## src/rtl/multdiv_sequencer_if.sv

```systemverilog
// Request/step-counter/status bundle between the multdiv datapath and its control sequencer.
interface multdiv_sequencer_if #(
    parameter int unsigned CNT_W = 3
);
    logic             ctrl_mult;
    logic             ctrl_div;
    logic             divisor_zero;
    logic [CNT_W-1:0] count_in;
    logic             clear_count;
    logic             step_en;
    logic [CNT_W-1:0] step_idx;
    logic             op_is_div;
    logic             busy;
    logic             result_ready;
    logic             data_exception;
    logic             count_mismatch;

    modport master (
        output ctrl_mult, ctrl_div, divisor_zero, count_in,
        input  clear_count, step_en, step_idx, op_is_div, busy,
               result_ready, data_exception, count_mismatch
    );

    modport slave (
        input  ctrl_mult, ctrl_div, divisor_zero, count_in,
        output clear_count, step_en, step_idx, op_is_div, busy,
               result_ready, data_exception, count_mismatch
    );
endinterface

```

## src/rtl/multdiv_sequencer.sv

```systemverilog
// Control FSM for the iterative multiplier/divider: launches a fixed number of steps,
// flags divide-by-zero/illegal requests and cross-checks the external step counter.
module multdiv_sequencer #(
    parameter int unsigned CNT_W     = 3,
    parameter int unsigned LAST_STEP = 7
) (
    input  logic               clock,
    input  logic               reset_n,
    multdiv_sequencer_if.slave bus
);
    localparam logic [CNT_W-1:0] LAST = CNT_W'(LAST_STEP);

    typedef enum logic [1:0] {
        IDLE = 2'd0,
        RUN  = 2'd1,
        DONE = 2'd2
    } state_e;

    state_e           state_q, state_d;
    logic [CNT_W-1:0] shadow_q, shadow_d;
    logic             op_is_div_q, op_is_div_d;
    logic             result_ready_q, result_ready_d;
    logic             data_exception_q, data_exception_d;
    logic             count_mismatch_q, count_mismatch_d;

    logic start, illegal, dz, exc_req;

    assign start   = bus.ctrl_mult | bus.ctrl_div;
    assign illegal = bus.ctrl_mult & bus.ctrl_div;
    assign dz      = bus.ctrl_div & ~bus.ctrl_mult & bus.divisor_zero;
    assign exc_req = illegal | dz;

    always_ff @(posedge clock or negedge reset_n) begin
        if (!reset_n) begin
            state_q          <= IDLE;
            shadow_q         <= '0;
            op_is_div_q      <= 1'b0;
            result_ready_q   <= 1'b0;
            data_exception_q <= 1'b0;
            count_mismatch_q <= 1'b0;
        end else begin
            state_q          <= state_d;
            shadow_q         <= shadow_d;
            op_is_div_q      <= op_is_div_d;
            result_ready_q   <= result_ready_d;
            data_exception_q <= data_exception_d;
            count_mismatch_q <= count_mismatch_d;
        end
    end

    always_comb begin
        state_d          = state_q;
        shadow_d         = shadow_q;
        op_is_div_d      = op_is_div_q;
        data_exception_d = 1'b0;
        count_mismatch_d = count_mismatch_q;

        case (state_q)
            IDLE: state_d = IDLE;
            RUN: begin
                if (bus.count_in != shadow_q) begin
                    count_mismatch_d = 1'b1;
                end
                if (shadow_q == LAST) begin
                    state_d = DONE;
                end else begin
                    shadow_d = shadow_q + CNT_W'(1);
                end
            end
            DONE:    state_d = IDLE;
            default: state_d = IDLE;
        endcase

        // A start is honoured in every state and overrides the normal progression.
        if (start) begin
            op_is_div_d = bus.ctrl_div;
            if (exc_req) begin
                state_d          = DONE;
                data_exception_d = 1'b1;
            end else begin
                state_d          = RUN;
                shadow_d         = '0;
                count_mismatch_d = 1'b0;
            end
        end

        result_ready_d = (state_d == DONE);
    end

    // Counter restart is combinational from start so the counter reads 0 on the first RUN cycle.
    assign bus.clear_count    = (state_q != RUN) | start;
    assign bus.step_en        = (state_q == RUN);
    assign bus.busy           = (state_q == RUN);
    assign bus.step_idx       = (state_q == RUN) ? bus.count_in : '0;
    assign bus.op_is_div      = op_is_div_q;
    assign bus.result_ready   = result_ready_q;
    assign bus.data_exception = data_exception_q;
    assign bus.count_mismatch = count_mismatch_q;
endmodule

```

## src/flat_wrapper.sv

```systemverilog
// flat-port wrapper written by rule: the top's interface ports become plain ports
module multdiv_sequencer_flat 
#(
    parameter int unsigned CNT_W     = 3,
    parameter int unsigned LAST_STEP = 7
)
  (clock, reset_n, bus_ctrl_mult, bus_ctrl_div, bus_divisor_zero, bus_count_in, bus_clear_count, bus_step_en, bus_step_idx, bus_op_is_div, bus_busy, bus_result_ready, bus_data_exception, bus_count_mismatch);
  multdiv_sequencer_if #(.CNT_W(CNT_W)) bus_i ();
  input  logic clock;
  input  logic reset_n;
  input wire logic [$bits(bus_i.ctrl_mult)-1:0] bus_ctrl_mult;
  input wire logic [$bits(bus_i.ctrl_div)-1:0] bus_ctrl_div;
  input wire logic [$bits(bus_i.divisor_zero)-1:0] bus_divisor_zero;
  input wire logic [$bits(bus_i.count_in)-1:0] bus_count_in;
  output wire logic [$bits(bus_i.clear_count)-1:0] bus_clear_count;
  output wire logic [$bits(bus_i.step_en)-1:0] bus_step_en;
  output wire logic [$bits(bus_i.step_idx)-1:0] bus_step_idx;
  output wire logic [$bits(bus_i.op_is_div)-1:0] bus_op_is_div;
  output wire logic [$bits(bus_i.busy)-1:0] bus_busy;
  output wire logic [$bits(bus_i.result_ready)-1:0] bus_result_ready;
  output wire logic [$bits(bus_i.data_exception)-1:0] bus_data_exception;
  output wire logic [$bits(bus_i.count_mismatch)-1:0] bus_count_mismatch;
  assign bus_i.ctrl_mult = bus_ctrl_mult;
  assign bus_i.ctrl_div = bus_ctrl_div;
  assign bus_i.divisor_zero = bus_divisor_zero;
  assign bus_i.count_in = bus_count_in;
  assign bus_clear_count = bus_i.clear_count;
  assign bus_step_en = bus_i.step_en;
  assign bus_step_idx = bus_i.step_idx;
  assign bus_op_is_div = bus_i.op_is_div;
  assign bus_busy = bus_i.busy;
  assign bus_result_ready = bus_i.result_ready;
  assign bus_data_exception = bus_i.data_exception;
  assign bus_count_mismatch = bus_i.count_mismatch;
  multdiv_sequencer #(.CNT_W(CNT_W), .LAST_STEP(LAST_STEP)) u_core (.clock(clock), .reset_n(reset_n), .bus(bus_i));
endmodule
```

## config.mk

```make
export PLATFORM = sky130hd
export DESIGN_NAME = multdiv_sequencer_flat
export DESIGN_NICKNAME = d
export VERILOG_FILES = /design/src/rtl/multdiv_sequencer_if.sv /design/src/rtl/multdiv_sequencer.sv /design/src/flat_wrapper.sv
export SDC_FILE = /design/constraint.sdc
export NUM_CORES = 1
export LEC_CHECK = 0
export ABC_AREA = 1
export BUFFER_PORTS_ARGS = -buffer_cell sky130_fd_sc_hd__buf_2
export CELL_PAD_IN_SITES_DETAIL_PLACEMENT = 1
export CELL_PAD_IN_SITES_GLOBAL_PLACEMENT = 2
export CORE_MARGIN = 2
export CORE_UTILIZATION = 27
export CTS_CLUSTER_DIAMETER = 50
export CTS_CLUSTER_SIZE = 24
export DETAILED_ROUTE_END_ITERATION = 12
export PLACE_DENSITY_LB_ADDON = 0.1
export SETUP_SLACK_MARGIN = 0.02
export SLEW_MARGIN = 10
export SYNTH_ARGS = -nofsm -noshare
export SYNTH_HDL_FRONTEND = slang
export SYNTH_SLANG_ARGS = --single-unit
```

## constraint.sdc

```tcl
create_clock -name clock -period 2.27 [get_ports clock]
set_input_delay 0.3405 -clock clock [delete_from_list [all_inputs] [get_ports clock]]
set_output_delay 0.3405 -clock clock [all_outputs]
set_load 0.05 [all_outputs]
```

==> flow_summary.toml <==
[synthesis]
synth_enable_flop_cells = 0
synth_cells = 58
syn_area_per_cell_um2 = 8.456
synth_common_cells = "sky130_fd_sc_hd__nand2_1 (14), sky130_fd_sc_hd__dfrtp_1 (9), sky130_fd_sc_hd__inv_1 (9)"
synth-async-reset-ratio = 1.000
synth_warnings = 0
synthTopCellsByArea = "sky130_fd_sc_hd__dfrtp_1 (46%), sky130_fd_sc_hd__nand2_1 (11%), sky130_fd_sc_hd__inv_1 (6.9%)"
yosys.cell_count.top_type = "sky130_fd_sc_hd__nand2_1"
unique_cell_type_count_in_the_yosys_netlist = 16
seq_area_frac_synth = 0.4592
synth_area_um2 = 490.5
yosys_most_used_dff = "sky130_fd_sc_hd__dfrtp_1"
post_syn_nets = 67
synth_top_area_cell = "sky130_fd_sc_hd__dfrtp_1"
synth.top_cell.area_share = 0.4592
synth_seq_cells = 9

[placement]
detailedPlacementHpwl_um = 822.7
io_buffer_count = 17
placement.cell_area_um2 = 599.3
gp_congestion = 0.6317

[worst_setup_path]
wp_data_required_ps = 1930
worst-endpoint-arrival_ps = 1280
critical_path_class = "register to output port"
crit_path_max_cell_delay_ps = 390
critical_path.slowest_cell = "sky130_fd_sc_hd__dfrtp_1"
worstPathMaxFanout = 6
crit_family = "flip-flops"
worst_setup_path_start_kind = "register"
cp_cell_sequence = "nor2_4 -> inv_1 -> nor2_1 -> buf_2"
cp.buffers_inverters = 2
worstSetupEndpointType = "output port"

[clock_tree]
clock_latency_ps = 250
post_cts_resize_count = 0
postCtsSetupBuffers = 0
clock-root-buffer = "sky130_fd_sc_hd__clkbuf_4"
worst_setup_hold_path_clk_slew_ps = 60
clock_tree.htree_level_count = 1
cts_num_sinks = 9
tritoncts = "done"
tritoncts.num_buffers = 3
cts-root-to-sink-buffers = 2

[cells_and_area]
layout.cell_area.non_filler_um2 = 635.6
ratio_of_cells_with_drive_above_1_in_the_final_layout = 0.4430
flow.area_growth_from_synthesis_pct = 29.59
finalNetCount = 89
num_antenna_cells = 0
fill_cells = 236

[route]
postRouteAntennaNets = 0
route.detailed.drc = 0
drt_pass1_iterations = 3
routed_wl_um = 1032
routed_wire_length_per_instance_um = 9.923
drt_first_iter_violations = 1
routed_via_density = 3.952
vias = 411

[floorplan]
start_util = 0.2841
fp-row-count = 15
horizontal_die_dimension_um = 46.62
die_h_um = 46.62
core_um2 = 1727
boundaryPins = 18
die_area_um2 = 2173

[global_routing]
grt_pass1_wl_um = 1711
grt-busiest-layer = "met2"
pin_count_of_the_biggest_net_entering_global_routing = 10
grt_use_total = 0.1194
grt_overflow = 0
antenna_found_initial = 0
grt.met2_usage = 0.1833
grtUsageMet1 = 0.1483
number_of_global_route_vias_before_repair = 390
gr-usage-met3 = 0.05882

[flow_run]
cap_viol_max_count = 0

[timing]
timing_hold_violations_final = 0
max_slew.worst_pin.slew_ps = 250.3
setup_repair_after_global_routing_missed_its_margin = "no"
setup_tns_ps = 0
min_period_over_period = 0.7125
slew_headroom = 0.8343
period_minus_slack_ps = 1617
timing.clock.skew_ps = 1.666
fmaxAchievable_mhz = 618.2
timing.final.max_slew_violations = 0
setup_viol = 0

[min_path]
min-delay-path-class = "primary input to register"

[power_and_ir_drop]
overall_power_after_layout_uw = 438.7
p_per_area_nw_per_um2 = 690.3
irDropWorstVdd_mv = 0.4093
p_leak_nw = 0.3383

[status]
status = "complete, no violations"
[cell type report]
class / instances / area (µm²) / area share
tap: 25 / 31.28 / 0.04921
clock buffer: 4 / 26.28 / 0.04134
timing repair buffer: 18 / 95.09 / 0.1496
inverter: 13 / 51.30 / 0.08071
sequential: 9 / 225.2 / 0.3543
multi-input combinational: 35 / 206.4 / 0.3248
[report_power, final]
group	switching, mW	leakage, nW	internal [mW]	total [mW]
Clock	0.0534	0.0150	0.0676	0.121
Combinational	0.0965	0.211	0.0372	0.134
Sequential	0.0101	0.113	0.174	0.184
Total	0.160	0.338	0.279	0.439
[final timing paths]
check,end,cells after the start,slack [ps],from
max,bus_step_idx[0],4,650,u_core.state_q[1]$_DFF_PN0_
min,u_core.bus.op_is_div$_DFFE_PN0N_,3,340,bus_ctrl_div
max reg2reg,u_core.shadow_q[0]$_DFF_PN0_,6,1010,u_core.shadow_q[0]$_DFF_PN0_
min reg2reg,u_core.bus.op_is_div$_DFFE_PN0N_,2,470,u_core.bus.op_is_div$_DFFE_PN0N_
max in group asynchronous,u_core.bus.result_ready$_DFF_PN0_,2,1630,reset_n
min in group asynchronous,u_core.state_q[0]$_DFF_PN0_,2,460,reset_n
[sequential cells by signal, summed over array words and instances (netlist names)]
signal                     count
u_core.shadow_q                3
u_core.state_q                 2
u_core.bus.count_mismatch      1
u_core.bus.data_exception      1
u_core.bus.op_is_div           1
u_core.bus.result_ready        1
[worst min-delay path: stages]
cell and delay [ps]:
sky130_fd_sc_hd__buf_2 100, sky130_fd_sc_hd__inv_2 60, sky130_fd_sc_hd__nand2_1 60
[what timing repair did]
item                                    in CTS  in global routing
endpoints found under the hold margin        9                  0
hold buffers                                 1                  0
endpoints found under the setup margin       0                  0
[routing by layer]
metal	vias up	wire length (µm)	share of wire
met5	-	0	0
met4	0	12	0.012
met3	2	44	0.043
met2	7	492	0.48
met1	184	482	0.47
li1	218	-	-
[cell families after synthesis]
group           share of synthesized area
flops                              0.4592
xor+xnor                          0.01786
simple gates                       0.2526
fa+ha+maj                         0.02551
compound gates                     0.1250
buf+inv                            0.1199
[stage by stage]
stage	utilization	setup WS, ps	instances	hold slack [ps]
after floorplan	-	389.5	58	44.91
after global placement	0.3471	894.1	99	204.2
after detailed placement	0.3471	893.3	99	204.1
after CTS	0.3681	602.0	104	338.2
after global routing	0.3681	559.3	104	337.7
final	0.3681	652.5	104	344.4
[placed cells by master (no fill, tap or decap)]
master                          count
sky130_fd_sc_hd__a21oi_1            1
sky130_fd_sc_hd__a21oi_2            2
sky130_fd_sc_hd__buf_2             17
sky130_fd_sc_hd__clkbuf_1           1
sky130_fd_sc_hd__clkbuf_4           3
sky130_fd_sc_hd__dfrtp_1            9
sky130_fd_sc_hd__dlygate4sd3_1      1
sky130_fd_sc_hd__ha_1               1
sky130_fd_sc_hd__inv_1              9
sky130_fd_sc_hd__inv_2              3
sky130_fd_sc_hd__inv_4              1
sky130_fd_sc_hd__nand2_1           14
sky130_fd_sc_hd__nand2_2            1
sky130_fd_sc_hd__nor2_1             5
sky130_fd_sc_hd__nor2_2             2
sky130_fd_sc_hd__nor2_4             3
sky130_fd_sc_hd__o21ai_2            3
sky130_fd_sc_hd__o22ai_1            2
sky130_fd_sc_hd__xnor2_1            1
Note: power is estimated with default switching activity, not from simulation.
